$ cat src/rtl/stream_fifo_cfg.sv
// stream_fifo_cfg
//   Valid/ready stream FIFO with arbitrary depth, optional fall-through
//   bypass, occupancy count and programmable almost-full/almost-empty flags.
//   Single clock domain, asynchronous active-high reset.
//
// Ports
//   clk, rst        clock (rising edge) / async active-high reset
//   flush_i         synchronous flush, drops all stored entries
//   enq_vld_i       enqueue valid
//   enq_payload_i   enqueue data
//   enq_rdy_o       enqueue ready
//   deq_vld_o       dequeue valid
//   deq_payload_o   dequeue data (head entry or bypassed enqueue data)
//   deq_rdy_i       dequeue ready
//   count_o         number of stored entries, 0..Depth
//   almost_full_o   count_o >= AlmostFullThr
//   almost_empty_o  count_o <= AlmostEmptyThr
module stream_fifo_cfg #(
  parameter int unsigned Depth          = 8,
  parameter int unsigned WordWidth      = 64,
  parameter bit          FallThrough    = 1'b0,
  parameter int unsigned AlmostFullThr  = 6,
  parameter int unsigned AlmostEmptyThr = 1,
  localparam int unsigned CntW          = $clog2(Depth + 1)
) (
  input  logic                 clk,
  input  logic                 rst,
  input  logic                 flush_i,
  input  logic                 enq_vld_i,
  input  logic [WordWidth-1:0] enq_payload_i,
  output logic                 enq_rdy_o,
  output logic                 deq_vld_o,
  output logic [WordWidth-1:0] deq_payload_o,
  input  logic                 deq_rdy_i,
  output logic [CntW-1:0]      count_o,
  output logic                 almost_full_o,
  output logic                 almost_empty_o
);

  localparam int unsigned PtrW = (Depth > 1) ? $clog2(Depth) : 1;

  if (Depth < 1) begin : g_bad_depth
    $error("stream_fifo_cfg: Depth must be >= 1");
  end
  if (AlmostFullThr < 1 || AlmostFullThr > Depth) begin : g_bad_afull
    $error("stream_fifo_cfg: AlmostFullThr must be in 1..Depth");
  end
  if (AlmostEmptyThr > Depth - 1) begin : g_bad_aempty
    $error("stream_fifo_cfg: AlmostEmptyThr must be in 0..Depth-1");
  end

  logic [WordWidth-1:0] mem [Depth];
  logic [PtrW-1:0]      rd_ptr;
  logic [PtrW-1:0]      wr_ptr;
  logic [CntW-1:0]      count;

  logic bypass;
  logic enq_fire;
  logic deq_fire;
  logic wr_en;
  logic rd_en;

  // Bypass is only possible while nothing is stored, so ordering is preserved.
  assign bypass = FallThrough && (count == '0);

  always_comb begin
    enq_rdy_o     = !flush_i && (count < CntW'(Depth));
    deq_vld_o     = 1'b0;
    deq_payload_o = mem[rd_ptr];
    if (!flush_i) begin
      if (bypass) begin
        deq_vld_o     = enq_vld_i;
        deq_payload_o = enq_payload_i;
      end else begin
        deq_vld_o     = (count != '0);
      end
    end else if (bypass) begin
      deq_payload_o = enq_payload_i;
    end
  end

  assign enq_fire = enq_vld_i && enq_rdy_o;
  assign deq_fire = deq_vld_o && deq_rdy_i;

  // A bypassed transfer consumes the enqueue beat directly: no write, no read.
  assign wr_en = enq_fire && !(bypass && deq_fire);
  assign rd_en = deq_fire && !bypass;

  always_ff @(posedge clk) begin
    if (wr_en) begin
      mem[wr_ptr] <= enq_payload_i;
    end
  end

  always_ff @(posedge clk or posedge rst) begin
    if (rst) begin
      rd_ptr <= '0;
      wr_ptr <= '0;
      count  <= '0;
    end else if (flush_i) begin
      rd_ptr <= '0;
      wr_ptr <= '0;
      count  <= '0;
    end else begin
      if (wr_en) begin
        wr_ptr <= (wr_ptr == PtrW'(Depth - 1)) ? '0 : wr_ptr + 1'b1;
      end
      if (rd_en) begin
        rd_ptr <= (rd_ptr == PtrW'(Depth - 1)) ? '0 : rd_ptr + 1'b1;
      end
      if (wr_en && !rd_en) begin
        count <= count + 1'b1;
      end else if (rd_en && !wr_en) begin
        count <= count - 1'b1;
      end
    end
  end

  // Flags depend on the count register only, so they never follow enq/deq inputs.
  assign count_o        = count;
  assign almost_full_o  = (count >= CntW'(AlmostFullThr));
  assign almost_empty_o = (count <= CntW'(AlmostEmptyThr));

endmodule

$ cat config.mk
export PLATFORM = sky130hd
export DESIGN_NAME = stream_fifo_cfg
export DESIGN_NICKNAME = d
export VERILOG_FILES = /design/src/rtl/stream_fifo_cfg.sv
export SDC_FILE = /design/constraint.sdc
export NUM_CORES = 1
export LEC_CHECK = 0
export CAP_MARGIN = 20
export CORE_AREA = 2 2 194 196
export CTS_CLUSTER_DIAMETER = 80
export CTS_CLUSTER_SIZE = 14
export DETAILED_ROUTE_END_ITERATION = 10
export DIE_AREA = 0 0 196 198
export DONT_BUFFER_PORTS = 1
export GPL_TIMING_DRIVEN = 0
export PLACE_DENSITY = 0.73
export SYNTH_ARGS = -nofsm -noshare
export SYNTH_HDL_FRONTEND = slang
export SYNTH_SLANG_ARGS = --single-unit
export TNS_END_PERCENT = 5
$ cat constraint.sdc
create_clock -name clk -period 6.98 [get_ports clk]
set_clock_uncertainty 0.05 [all_clocks]
set_input_delay 1.745 -clock clk [delete_from_list [all_inputs] [get_ports clk]]
set_output_delay 1.745 -clock clk [all_outputs]
set_load 0.005 [all_outputs]
# == After elaboration in Yosys (flattened, before gate mapping) ==
# Memory sizes are Yosys's and may differ from the RTL's.
# Cells that the tools add are included.
# word_totals
register_bits,10
latch_bits,0
ramBits,512
mem_bits_ro,0
output_inout_bits,72
n_memories,1
# mem_list
name,words,width,rd,rd_ports_with_merged_regs,write_ports,line_no,source
mem,8,64,1,0,1,52,logic [WordWidth-1:0] mem [Depth];
# op_classes
add_sub_neg,4
multipliers,0
div_mod_pow,0
order_cmp,3
n_eq_ne,2
n_shift,0
n_mux,12
bitwise_logic,0
reduce_logical,12
# ops
op,count
3-bit 2-to-1 mux,6
4-bit 2-to-1 mux,3
"3-bit by 1-bit adder with 3-bit output, second input constant",2
"3-bit equality test, second input constant",2
1-bit logical AND,5
"4-bit by 1-bit adder with 4-bit output, second input constant",1
"4-bit by 3-bit >= comparator with 1-bit output, second input constant",1
"4-bit by 1-bit <= comparator with 1-bit output, second input constant",1
"4-bit less-than comparator, second input constant",1
2-bit nonzero test,2
4-bit nonzero test,1
"4-bit by 1-bit subtractor with 4-bit output, second input constant",1
1-bit logical NOT,3
1-bit 2-to-1 mux,3
3-bit nonzero test,1

# == Logic depth before layout (Yosys ltp) ==
# depth
depth_word,8
mapped_depth,6
mapped_depth_nobuf,6

# == Worst setup path before layout ==
# OpenSTA, ideal clock, no wires.
# synth_timing
path_type,input-to-reg
start,in flush_i
end,"mem mem[1][0], enable pin"
setup_ns,0.565
arrival_ns,6.735
required_time_ns,6.365
setup_slack_ns,-0.370
stages,3
n_path_buf,0
path_cell_list,nor3b_1 nand2_1 nor3_1
# synth_between
elab_chain_len,5
# synth_rtl
element,line_no,source
start: declaration,28,"input logic flush_i,"
1-bit logical NOT,-,
1-bit logical AND,67,enq_rdy_o = !flush_i && (count < CntW'(Depth));
1-bit logical AND,82,assign enq_fire = enq_vld_i && enq_rdy_o;
1-bit 2-to-1 mux,90,if (wr_en) begin
1-bit 2-to-1 mux (implied by the code),91,mem[wr_ptr] <= enq_payload_i;
end: declaration,52,
# No other way between the ends.

# == Worst setup path in the final report ==
# layout_timing
start,reg rd_ptr[1]
end,out deq_payload_o[61]
# layout_between
elab_chain_len,1
# layout_rtl
element,line_no,source
start: declaration,53,logic [PtrW-1:0] rd_ptr;
start signal: assignment,109,rd_ptr <= (rd_ptr == PtrW'(Depth - 1)) ? '0 : rd_ptr + 1'b1;
memory read 8 x 64 bit,-,
end: declaration,33,"output logic [WordWidth-1:0] deq_payload_o,"
# No other way between the ends.

==> results.sh <==
export IMPL_layout_common_cells="512 x edfxtp_1, 128 x mux4_2, 65 x mux2_2"
export IMPL_vias_per_cell=6.121
export IMPL_num_io_pins=141
export IMPL_rows=71
export IMPL_clockBufferDepth=3
export IMPL_grt_pass1_wl_um=56060
export IMPL_ant_nets=0
export IMPL_ff_latch_area_um2=15630
export IMPL_initial_utilization_pct=53.92
export IMPL_ys_warnings_count=0
export IMPL_synth_top_cell_by_area="edfxtp_1"
export IMPL_cts_htree_levels=2
export IMPL_stdcell_count=1374
export IMPL_gr_usage_all_layers_pct=19.92
export IMPL_drv_slew=0
export IMPL_crit_family="buffers and inverters"
export IMPL_synth_edf_count=512
export IMPL_setup_viol=0
export IMPL_first_pass_iters=5
export IMPL_multi_input_area_um2=4105
export IMPL_yosysSeqAreaShare_pct=78.41
export IMPL_grt_overflow_total=0
export IMPL_hold_path_depth=2
export IMPL_maxCapViolations=0
export IMPL_tightest_slew_ps=893.5
export IMPL_synth_area_leaders="edfxtp_1 77%, mux4_2 14%, mux2_2 3.7%"
export IMPL_ctsRootBufferMaster="clkbuf_16"
export IMPL_grt_start_max_net_pins=26
export IMPL_holdPathEnd="wr_ptr[0]"
export IMPL_dp_cells=1320
export IMPL_fin_crit_ps=4420
export IMPL_hold_viol=0
export IMPL_diodes=0
export IMPL_cts_resized=0
export IMPL_port_buffers=0
export IMPL_cts_made_buffers=43
export IMPL_cts_hold_buf=0
export IMPL_crit_buf_inv=2
export IMPL_yosys_cell_types_count=31
export IMPL_status="finished clean"
export IMPL_nets=968
export IMPL_dp_hpwl_um=23120
export IMPL_cp_arrival_ps=2630
export IMPL_grt_pass1_vias=8962
export IMPL_relSlewSlack_pct=40.30
export IMPL_cts_clk_slew_worst_paths_ps=60
export IMPL_leakage_nw=6.779
export IMPL_cp_required_ps=5180
export IMPL_syn_avg_cell_area_um2=24.27
export IMPL_nFillCells=2524
export IMPL_worstPathCellList="buf_2 > clkbuf_1 > mux4_2 > mux2_2"
export IMPL_mostFrequentLayoutCell="edfxtp_1"
export IMPL_rr_worst_depth=6
export IMPL_worst_path_max_delay_cell="clkbuf_1"
export IMPL_wl_per_cell_um=27.26
export IMPL_antenna_found_initial=0
export IMPL_place_congestion=0.7249
export IMPL_crit_path_start="rd_ptr[1]"
export IMPL_timing_fmax_ghz=0.2262
export IMPL_r2r_end="mem[2][47]"
export IMPL_drive_above_1_share_pct=32.56
export IMPL_vias=8410
export IMPL_synthArstFlopShare_pct=1.916
export IMPL_dpl_cell_area_um2=21040
export IMPL_die_area_um2=38810
export IMPL_ir_worst_vdd_uv=250.3
export IMPL_clock_sinks=522
export IMPL_core_area_um2=36960
export IMPL_min_from="wr_ptr[0]"
export IMPL_drt_iter0_drc=504
export IMPL_start_kind="flop"
export IMPL_power_mw=7.022
export IMPL_fp_dieW_um=196
export IMPL_rsz0062_at_grt="false"
export IMPL_finalInstanceArea_um2=22200
export IMPL_drt_wl_total_um=37460
export IMPL_min_period_over_period_pct=63.33
export IMPL_worstSetupPathType="reg2out"
export IMPL_power_per_cell_area_nw_per_um2=316.3
export IMPL_synth_nets=898
export IMPL_hp_class="reg2reg"
export IMPL_ys_seq_elements=522
export IMPL_area_growth_pct=11.41
export IMPL_drc=0
export IMPL_path_max_fanout=10
export IMPL_r2r_start="count_o[3]"
export IMPL_post_cts_buffers=0
export IMPL_cts_tree="done"
export IMPL_utilization_pct=60.07
export IMPL_synth_area_um2=19930
export IMPL_ff2ff_setup_slack_ps=3800
export IMPL_critPathMaxStageDelay_ps=620
export IMPL_synthCells=821
export IMPL_synth_top_area_share_pct=77.16
export IMPL_die_y_um=198
export IMPL_clock_latency_ps=550
export IMPL_synthFlopType="edfxtp_1"
export IMPL_end_kind="output pin"
cell type report:
type / instances / share of cell area, %
well taps: 474 / 2.671
clock buffers: 51 / 5.078
inverters: 5 / 0.08454
flip-flops and latches: 522 / 70.38
repair buffers: 25 / 2.052
plain buffers: 38 / 1.076
clock inverters: 3 / 0.1634
multi-input cells: 256 / 18.49
synthesized netlist by cell type (2+ instances only):
library cell	number
mux2_2	65
buf_2	5
buf_6	11
a21oi_1	4
nand3_1	2
xor2_1	2
ha_1	8
edfxtp_1	512
buf_1	10
nor3_1	3
xnor2_1	2
clkbuf_1	10
mux4_2	128
mux2i_1	4
inv_1	5
nor3b_1	2
nand2_1	4
nand2b_1	5
nor2_1	16
buf_4	2
dfrtp_1	10
nand4_1	2
power by group:
group	internal (mW)	switching (mW)	total [mW]
combinational	0.726	0.615	1.34
sequential	3.52	0.0322	3.55
clock	1.13	0.998	2.13
total	5.38	1.65	7.02
state kept, by name, summed over array words and instances, names as in the netlist:
register / count
mem: 512
count_o: 4
rd_ptr: 3
wr_ptr: 3
layer usage:
layer / track usage [%] / up-vias / routed length (µm)
li1: - / 3602 / -
met1: 25.51 / 4537 / 14940
met2: 33.83 / 204 / 19050
met3: 5.536 / 67 / 2594
met4: 5.640 / 0 / 863
met5: 0 / - / 0
cell families (layout without fill, tap and decap cells):
logic type / after synthesis / in the layout / share of synthesized area [%]
and+or+nand+nor: 35 / 35 / 0.8413
xor gates and xnor gates: 4 / 4 / 0.1758
adders and majority gates: 8 / 8 / 0.5023
muxes: 197 / 197 / 18.34
DFF: 522 / 522 / 78.41
buffers and inverters: 43 / 122 / 1.293
AOI/OAI and AO/OA: 12 / 12 / 0.4333
through the flow:
stage          worst slack, ps  TNS, ps  hold WS (ps)
2_1_floorplan           -368.1   -23560         493.6
3_3_place_gp             -4913  -984920         520.8
3_5_place_dp              2567        0         530.9
4_1_cts                   2409        0         545.7
5_1_grt                   2360        0         577.4
6_report                  2560        0         540.5
how the worst max path moves through the flow:
stage                              to  slack, ps  cells past startpoint
floorplan                   mem[0][0]       -370                      3
global placement           mem[0][38]      -4910                      3
detailed placement         mem[2][38]       2570                      5
CTS                 deq_payload_o[42]       2410                      3
global route        deq_payload_o[39]       2360                      3
finish              deq_payload_o[61]       2560                      4
worst reg2reg max path, stage by stage (launching register included):
cell and delay, ps:
dfrtp_1 390, buf_2 170, nor3b_1 580, nand2b_1 380, nor2_4 770, buf_12 300
buf_12 220
Note: power is estimated with default switching activity, not from simulation.
